===== src/rtl/mac_sequencer.sv =====
// Sequences one MAC through a single neuron dot product: bias load, LEN
// operand pairs streamed from two 1-cycle-latency RAMs, then requantisation.
module mac_sequencer #(
   parameter int ADDR_W = 10
) (
   input  logic              CLKEXT,
   input  logic              RSTN,
   input  logic              START,
   input  logic [ADDR_W-1:0] LEN,
   input  logic [ADDR_W-1:0] W_BASE,
   input  logic [ADDR_W-1:0] X_BASE,
   input  logic [7:0]        BIAS,
   input  logic [3:0]        SHIFT,
   output logic              BUSY,
   output logic [ADDR_W-1:0] W_ADDR,
   output logic [ADDR_W-1:0] X_ADDR,
   output logic              MEM_RD,
   output logic              RST_MAC,
   output logic              EN_MAC,
   output logic [7:0]        BIAS_OUT,
   input  logic [15:0]       MAC_RESULT,
   output logic              OUT_VALID,
   input  logic              OUT_READY,
   output logic [7:0]        NEURON_OUT
);

   typedef enum logic [2:0] {
      IDLE   = 3'd0,
      LOAD   = 3'd1,
      STREAM = 3'd2,
      SETTLE = 3'd3,
      OUT    = 3'd4
   } state_t;

   state_t            state_reg, state_next;
   logic [ADDR_W-1:0] cnt_reg, cnt_next;
   logic [ADDR_W-1:0] len_reg, w_base_reg, x_base_reg;
   logic [7:0]        bias_reg;
   logic [3:0]        shift_reg;
   logic [7:0]        neuron_reg;

   logic              capture;
   logic              mem_rd;
   logic [ADDR_W-1:0] rd_off;
   logic              rst_mac;
   logic              en_mac;
   logic              out_valid;
   logic [15:0]       shifted;
   logic [7:0]        sat_value;

   assign shifted   = MAC_RESULT >> shift_reg;
   assign sat_value = (shifted[15:8] != 8'd0) ? 8'hFF : shifted[7:0];

   always_ff @(posedge CLKEXT) begin
      if (!RSTN) begin
         state_reg  <= IDLE;
         cnt_reg    <= '0;
         len_reg    <= '0;
         w_base_reg <= '0;
         x_base_reg <= '0;
         bias_reg   <= '0;
         shift_reg  <= '0;
         neuron_reg <= '0;
      end else begin
         state_reg <= state_next;
         cnt_reg   <= cnt_next;
         if (capture) begin
            len_reg    <= LEN;
            w_base_reg <= W_BASE;
            x_base_reg <= X_BASE;
            bias_reg   <= BIAS;
            shift_reg  <= SHIFT;
         end
         if (state_reg == SETTLE) begin
            neuron_reg <= sat_value;
         end
      end
   end

   // cnt_reg holds k (1..LEN) during STREAM; it doubles as the next read offset.
   always_comb begin
      state_next = state_reg;
      cnt_next   = cnt_reg;
      capture    = 1'b0;
      mem_rd     = 1'b0;
      rd_off     = '0;
      rst_mac    = 1'b0;
      en_mac     = 1'b0;
      out_valid  = 1'b0;
      case (state_reg)
         IDLE: begin
            if (START) begin
               capture    = 1'b1;
               state_next = LOAD;
            end
         end
         LOAD: begin
            rst_mac  = 1'b1;
            cnt_next = ADDR_W'(1);
            if (len_reg != '0) begin
               mem_rd     = 1'b1;
               state_next = STREAM;
            end else begin
               state_next = SETTLE;
            end
         end
         STREAM: begin
            en_mac = 1'b1;
            if (cnt_reg != len_reg) begin
               mem_rd   = 1'b1;
               rd_off   = cnt_reg;
               cnt_next = cnt_reg + ADDR_W'(1);
            end else begin
               state_next = SETTLE;
            end
         end
         SETTLE: begin
            state_next = OUT;
         end
         OUT: begin
            out_valid = 1'b1;
            if (OUT_READY) begin
               state_next = IDLE;
            end
         end
         default: begin
            state_next = IDLE;
         end
      endcase
   end

   assign BUSY       = (state_reg != IDLE);
   assign MEM_RD     = mem_rd;
   assign W_ADDR     = mem_rd ? (w_base_reg + rd_off) : '0;
   assign X_ADDR     = mem_rd ? (x_base_reg + rd_off) : '0;
   assign RST_MAC    = rst_mac;
   assign EN_MAC     = en_mac;
   assign BIAS_OUT   = bias_reg;
   assign OUT_VALID  = out_valid;
   assign NEURON_OUT = neuron_reg;

endmodule


===== config.mk =====
export PLATFORM = sky130hd
export DESIGN_NAME = mac_sequencer
export DESIGN_NICKNAME = d
export VERILOG_FILES = /design/src/rtl/mac_sequencer.sv
export SDC_FILE = /design/constraint.sdc
export NUM_CORES = 1
export LEC_CHECK = 0
export ABC_CLOCK_PERIOD_IN_PS = 11900
export BUFFER_PORTS_ARGS = -buffer_cell sky130_fd_sc_hd__buf_4
export CORE_AREA = 2 2 101 103
export CTS_BUF_LIST = sky130_fd_sc_hd__clkbuf_8 sky130_fd_sc_hd__clkbuf_16
export DETAILED_ROUTE_END_ITERATION = 16
export DIE_AREA = 0 0 103 105
export PLACE_DENSITY = 0.68
export SYNTH_ARGS = -nofsm -noshare
export SYNTH_HDL_FRONTEND = slang
export SYNTH_SLANG_ARGS = --single-unit
export TNS_END_PERCENT = 50

===== constraint.sdc =====
create_clock -name CLKEXT -period 11.9 [get_ports CLKEXT]
set_input_delay 1.785 -clock CLKEXT [delete_from_list [all_inputs] [get_ports CLKEXT]]
set_output_delay 1.785 -clock CLKEXT [all_outputs]
set_load 0.01 [all_outputs]

Yosys cells after proc, flatten, opt, wreduce, memory -nomap -nowiden
Cells that the tools add are included.
W data, S select, Z words.

storage, ports and cells
  register bits = 63
  output and inout bits = 41

cells by class
  add/sub/neg operators = 3
  equality and inequality tests = 9
  shifts and indexed selects = 1
  multiplexer cells = 20
  reduce and logical (&&, ||, !) cells = 7

operators by type and width
  cell                     count
  $mux W10                 5
  $add A10 B10 Y10         2
  $pmux W10 S2             1
  $shr A16 B4 Y16          1
  $pmux W3 S5              1
  $add A10 B1 Y10 const B  1
  $ne A10 B10 Y1           1
  $reduce_bool A10 Y1      1
  $mux W3                  3
  $mux W1                  8
  $mux W8                  1
  $ne A2 B2 Y1 const B     4
  $reduce_bool A8 Y1       1
  $eq A3 B2 Y1 const B     2
  $eq A3 B1 Y1 const B     1
  $eq A3 B3 Y1 const B     1
  $logic_not A3 Y1         1
  $reduce_and A3 Y1        1
  $reduce_bool A3 Y1       1
  $pmux W1 S2              1
  $reduce_and A2 Y1        1
  $reduce_bool A2 Y1       1

Logic depth before layout (Yosys ltp)
Gate-level depths: netlist of run 1.

  word-level depth = 5
  mapped depth = 14

Least setup slack after synthesis of run 1
Ideal clock, no wire load.

  path type = reg-to-output
  from = register cnt_reg[2]
  to = output W_ADDR[9]
  arrival time = 3274 ps
  required time = 10115 ps
  path slack = 6841 ps
  cell stages (with the launch flop) = 14
  path buffers = 2
  path through = dfxtp_1 -> xnor2_1 -> nand4_2 -> o31a_1 -> buf_4 -> clkbuf_1 -> and2_1 -> ha_1 -> a21o_1 -> a21o_1 -> a2111oi_0 -> a21oi_1 -> a211o_1 -> nand2_1

on the way
  cells in the longest elaborated chain, start to end = 5

ends and longest elaborated chain
  item                    line  source
  start, declared         36    logic [ADDR_W-1:0] cnt_reg, cnt_next;
  start signal, assigned  66    cnt_reg <= cnt_next;
  $ne A10 B10 Y1          109   if (cnt_reg != len_reg) begin
  $mux W10                109
  $mux W10                90    case (state_reg)
  $add A10 B10 Y10        134   assign W_ADDR = mem_rd ? (w_base_reg + rd_off) : '0;
  $mux W10 (*)            134
  end, declared           15    output logic [ADDR_W-1:0] W_ADDR,

Mark *: on every way between the ends. The rest lies on a longest branch, timed or not.

Final worst setup path of run 1
  from = register state_reg[1]
  to = output X_ADDR[9]

on the way
  cells in the longest elaborated chain, start to end = 4

ends and longest elaborated chain
  item                    line  source
  start, declared         35    state_t state_reg, state_next;
  start signal, assigned  65    state_reg <= state_next;
  $eq A3 B2 Y1            90
  $mux W10                90
  $add A10 B10 Y10        135   assign X_ADDR = mem_rd ? (x_base_reg + rd_off) : '0;
  $mux W10 (*)            135
  end, declared           16    output logic [ADDR_W-1:0] X_ADDR,

Marked as above.

==> flow_summary.yaml, run 1 <==
status:
  run_status: "finished clean"
cells_and_area:
  final_cell_mix: "sky130_fd_sc_hd__nand2_1, sky130_fd_sc_hd__buf_4, sky130_fd_sc_hd__a21oi_1"
  final_nets: 703
  area_growth_from_synthesis_to_layout_pct: 23.88
  postLayoutCellArea_sq_um: 5315
  commonest_non_fill_non_tap_cell_in_the_layout: "sky130_fd_sc_hd__nand2_1"
  drive_above_1_share_pct: 23.29
  final_cells: 760
  insertedDiodeCount: 0
sta:
  slew-limit-headroom_pct: 43.54
  hold_violations: 0
  fin_hold_ws_ns: 0.4548
  finalCriticalPeriod_ns: 5.866
  clock.fmax_mhz: 170.5
  setup_violations: 0
  fin_crit_sh_pct: 49.30
  clock-skew-final_ns: 0.01137
  final-max-slew-violation-count: 0
  timing_worst_slew_pin_value_ns: 0.8458
  grt_setup_unrepaired: "false"
  tns_ns: 0
logic_synthesis:
  postSynth.asyncResetShare_pct: 0
  synth_area_per_cell_sq_um: 7.945
  synthesis.instances: 540
  yosys_warnings: 0
  synth_sequential_area_ratio_pct: 29.40
  ys_types: 57
  syn-cell-area_sq_um: 4290
  count_of_state_elements_after_synthesis: 63
  syn_nets: 621
  synth_flop_cell: "sky130_fd_sc_hd__dfxtp_1"
  synth_enable_flop_cells: 0
cts:
  postCtsSetupBuffers: 0
  ctsHoldBuffers: 0
  cts_made_buffers: 9
  htree_num_levels: 3
  clock_slew_at_the_register_clock_pins_of_the_worst_setup_and_hold_paths_ns: 0.07
  cts_tree: "built"
  cts_resized: 0
  clkLatencyLatePin_ns: 0.34
  clock_tree.buffer_depth: 2
  clock_sink_count: 63
  clk_root_buffer_cell: "sky130_fd_sc_hd__clkbuf_8"
pwr:
  p_leak_nw: 2.267
  pwr_density_nw_per_um2: 139.0
  vdd_ir_drop_max_mv: 0.1129
  design_power_total_mw: 0.7391
run:
  drv_cap: 0
grt:
  grt_use_total_pct: 22.05
  antenna_found_initial: 0
  via_count_of_the_first_global_routing_pass: 3783
  grt_start_max_net_pins: 47
  grt.overflow.total: 0
  grt_first_pass_wirelength_um: 18870
critical_path:
  rr_endpoint: "NEURON_OUT[7]$_SDFFE_PN0P_"
  worst-endpoint-arrival_ns: 4.08
  worstPathRequired_ns: 10.12
  timing.setup.critical_path_class: "reg -> out"
  critical_path_peak_fanout: 19
  setup.reg_to_reg.worst_slack_ns: 9.19
  critical_path.endpoint_type: "output pin"
  r2r_cells: 6
  start_kind: "flip-flop"
  critical_path.reg2reg.startpoint: "shift_reg[0]$_SDFFE_PN0P_"
floorplan:
  row_count: 36
  placeableCoreArea_sq_um: 9639
  height_of_the_die_um: 105
  floorplan.initialDensity_pct: 44.51
  floorplan.io_pins: 103
  die_area_sq_um: 10820
  floorplan_die_width_um: 103
placed_design:
  post-dp-hpwl_um: 8837
  place_inst: 744
  place_area_sq_um: 5085
  io_buffer_count: 102
  gpl.final_weighted_congestion: 0.9133
detailed_routing:
  remaining_drc_errors: 0
  count_of_vias_placed_by_the_detailed_router: 4130
  antenna_violating_nets_post_route: 0
  drt-total-wl_um: 11640
  detail_route.wl_per_cell_um: 15.31
  drt_first_iter_violations: 231
  dr.pass1.iters: 4
  viasPerCell: 5.434
min_path:
  timing.hold.worst.start: "BIAS_OUT[0]$_SDFFE_PN0P_"
  whs_endpoint: "BIAS_OUT[0]$_SDFFE_PN0P_"
  hold_path_class: "reg -> reg"
  whs_path_depth: 2
[cells by family after synthesis]
| kind of cell | Yosys count | synth area share [%] |
|---|---|---|
| AND/OR/NAND/NOR | 219 | 24.38 |
| AO/OA/AOI/OAI | 141 | 20.76 |
| flip-flops | 63 | 29.40 |
| buffers and inverters | 45 | 4.695 |
| multiplexers | 29 | 10.32 |
| XOR/XNOR | 24 | 4.899 |
| adder cells (fa/ha/maj) | 19 | 5.541 |
[worst max-delay path, stage by stage (launching register included)]
cell,delay (ns)
sky130_fd_sc_hd__dfxtp_1,0.48
sky130_fd_sc_hd__nor3b_4,0.39
sky130_fd_sc_hd__o31a_1,0.61
sky130_fd_sc_hd__and2_1,0.26
sky130_fd_sc_hd__ha_1,0.31
sky130_fd_sc_hd__a21o_1,0.22
sky130_fd_sc_hd__a21o_1,0.20
sky130_fd_sc_hd__a2111oi_0,0.59
sky130_fd_sc_hd__a21oi_1,0.18
sky130_fd_sc_hd__a211o_1,0.32
sky130_fd_sc_hd__nand2_1,0.06
sky130_fd_sc_hd__buf_4,0.11
[how the worst max path moves through the flow]
stage / startpoint / end / slack (ns) / depth (start not counted)
after floorplan: cnt_reg[2]$_SDFFE_PN0P_ / W_ADDR[9] / 6.84 / 13
after global placement: state_reg[1]$_SDFFE_PN0P_ / X_ADDR[9] / 6.59 / 11
after detailed placement: cnt_reg[4]$_SDFFE_PN0P_ / X_ADDR[9] / 6.46 / 12
after CTS: cnt_reg[4]$_SDFFE_PN0P_ / X_ADDR[9] / 6.03 / 12
after global routing: state_reg[1]$_SDFFE_PN0P_ / X_ADDR[9] / 5.69 / 11
final: state_reg[1]$_SDFFE_PN0P_ / X_ADDR[9] / 6.03 / 11
[Yosys cell counts, drive strengths merged (9+ instances only)]
master / number / area [sq um]
nor2: 25 / 93.84
nand2b: 9 / 56.30
dfxtp: 63 / 1261
and3: 10 / 62.56
and2: 19 / 118.9
inv: 10 / 37.53
xnor2: 17 / 148.9
nand2: 107 / 401.6
ha: 19 / 237.7
o21ai: 17 / 88.84
buf: 15 / 88.84
mux4: 11 / 259.0
a21oi: 69 / 352.8
mux2i: 15 / 150.1
nand3: 13 / 65.06
clkbuf: 19 / 71.32
[metrics by stage]
step	setup slack, ns	utilization (%)
2_1_floorplan	6.841	-
3_3_place_gp	6.588	52.75
3_5_place_dp	6.461	52.75
4_1_cts	6.033	55.14
5_1_grt	5.689	55.14
6_report	6.034	55.14
[per-layer routing]
layer,GRT usage (%),part of all wire (%),up-vias
li1,-,-,2107
met1,31.27,47,1893
met2,33.44,46,122
met3,4.214,5.6,8
met4,7.143,1.0,0
met5,0,0,-
[power breakdown]
group	internal (mW)	switching [mW]
Combinational	0.110	0.143
Clock	0.125	0.0890
Sequential	0.238	0.0350
[area by class of cell]
cell class,count,area (sq um)
clock buffer,10,137.6
clock inverter,6,92.59
fill,967,4324
inverter,11,41.29
multi-input combinational,432,2828
sequential,63,1261
tap,133,166.4
timing repair buffer,105,788.3
(Power assumes the default switching activity.)
==> run 2: changes to the inputs <==
- ABC_CLOCK_PERIOD_IN_PS: 11900 -> 5400
- clock period: 11.9 -> 5.4 ns (I/O delays scaled with it)
==> flow_summary.yaml, run 2 (synthesis gave the netlist of run 1 again) <==
floorplan:
  height_of_the_die_um: 105
  floorplan_die_width_um: 103
  floorplan.initialDensity_pct: 44.51
  die_area_sq_um: 10820
  row_count: 36
  floorplan.io_pins: 103
  placeableCoreArea_sq_um: 9639
critical_path:
  critical_path.endpoint_type: "output pin"
  worstPathRequired_ns: 4.59
  critical_path_peak_fanout: 19
  timing.setup.critical_path_class: "reg -> out"
  worst-endpoint-arrival_ns: 4.07
  start_kind: "flip-flop"
  setup.reg_to_reg.worst_slack_ns: 2.67
sta:
  tns_ns: 0
  final-max-slew-violation-count: 0
  fin_crit_sh_pct: 90.35
  grt_setup_unrepaired: "false"
  setup_violations: 0
  hold_violations: 0
  finalCriticalPeriod_ns: 4.879
  timing_worst_slew_pin_value_ns: 0.8420
  slew-limit-headroom_pct: 43.39
  clock.fmax_mhz: 205.0
  clock-skew-final_ns: 0.01224
placed_design:
  post-dp-hpwl_um: 8911
  gpl.final_weighted_congestion: 0.9137
  io_buffer_count: 102
cells_and_area:
  area_growth_from_synthesis_to_layout_pct: 23.36
  final_cell_mix: "sky130_fd_sc_hd__nand2_1, sky130_fd_sc_hd__buf_4, sky130_fd_sc_hd__a21oi_1"
  footprint_of_the_multi_input_gates_sq_um: 2828
  seq_area_sq_um: 1261
  final_nets: 703
  commonest_non_fill_non_tap_cell_in_the_layout: "sky130_fd_sc_hd__nand2_1"
  insertedDiodeCount: 0
  n_fill_cell: 938
  drive_above_1_share_pct: 23.29
cts:
  clkLatencyLatePin_ns: 0.35
  clock_slew_at_the_register_clock_pins_of_the_worst_setup_and_hold_paths_ns: 0.08
  clock_tree.buffer_depth: 2
  clock_sink_count: 63
  cts_resized: 0
  clk_root_buffer_cell: "sky130_fd_sc_hd__clkbuf_8"
  cts_made_buffers: 9
  ctsHoldBuffers: 0
  cts_tree: "built"
  postCtsSetupBuffers: 0
  htree_num_levels: 3
detailed_routing:
  detail_route.wl_per_cell_um: 15.48
  viasPerCell: 5.480
  drt_first_iter_violations: 227
  dr.pass1.iters: 4
  antenna_violating_nets_post_route: 0
  remaining_drc_errors: 0
  drt-total-wl_um: 11770
  count_of_vias_placed_by_the_detailed_router: 4165
run:
  drv_cap: 0
pwr:
  vdd_ir_drop_max_mv: 0.2831
  p_leak_nw: 2.253
  pwr_density_nw_per_um2: 299.5
  design_power_total_mw: 1.585
grt:
  antenna_found_initial: 0
  grt_start_max_net_pins: 47
  via_count_of_the_first_global_routing_pass: 3816
  grt_first_pass_wirelength_um: 19130
  grt.overflow.total: 0
  grt_use_total_pct: 22.28
status:
  run_status: "finished clean"
min_path:
  hold_path_class: "reg -> reg"
-- run 2: worst max-delay path: stages, from the launching register on --
cell and delay (ns):
sky130_fd_sc_hd__dfxtp_1 0.50, sky130_fd_sc_hd__xnor2_1 0.16, sky130_fd_sc_hd__nand4_1 0.25, sky130_fd_sc_hd__o31a_1 0.53, sky130_fd_sc_hd__and2_1 0.28, sky130_fd_sc_hd__ha_1 0.37
sky130_fd_sc_hd__a21o_1 0.23, sky130_fd_sc_hd__a21o_1 0.20, sky130_fd_sc_hd__a2111oi_0 0.55, sky130_fd_sc_hd__a21oi_1 0.17, sky130_fd_sc_hd__a211o_1 0.31, sky130_fd_sc_hd__nand2_1 0.06
sky130_fd_sc_hd__buf_4 0.11
-- run 2: worst paths after layout --
path / start / to / depth (start not counted)
worst max-delay path: cnt_reg[4]$_SDFFE_PN0P_ / X_ADDR[9] / 12
worst min-delay path: BIAS_OUT[0]$_SDFFE_PN0P_ / BIAS_OUT[0]$_SDFFE_PN0P_ / 2
worst max register to register: shift_reg[0]$_SDFFE_PN0P_ / NEURON_OUT[3]$_SDFFE_PN0P_ / 6
worst min register to register: BIAS_OUT[0]$_SDFFE_PN0P_ / BIAS_OUT[0]$_SDFFE_PN0P_ / 2
-- run 2: area by class of cell --
cell class | instances | area share (%)
well taps | 133 | 3.144
clock inverters | 6 | 1.324
inverters | 11 | 0.7801
multi-input cells | 432 | 53.43
clock buffers | 10 | 2.600
repair buffers | 105 | 14.89
flip-flops and latches | 63 | 23.83
-- run 2: report_power, final --
part           switching [mW]  internal (mW)  total, mW  leakage [nW]
Combinational           0.315          0.242      0.557          1.64
Clock                   0.199          0.227      0.426        0.0947
Sequential             0.0786          0.524      0.602         0.515
Total                   0.593          0.993       1.59          2.25
-- run 2: stage by stage --
step                      hold WS, ns  util [%]  instance area, sq um  setup WS (ns)  std cells
after CTS                      0.4597     54.91                  5293         0.5176        760
after global routing           0.4724     54.91                  5293         0.1632        760
after floorplan                0.4406         -                  4290          1.316        540
after detailed placement       0.4483     52.75                  5085         0.9518        744
after global placement         0.4423     52.75                  5085          1.065        744
final                          0.4557     54.91                  5293         0.5209        760
-- run 2: layer usage --
layer	vias to the layer above	wire length, um	track usage (%)
li1	2097	-	-
met1	1881	5299	30.78
met2	165	5383	34.69
met3	22	829	4.080
met4	0	255	7.519
met5	-	0	0
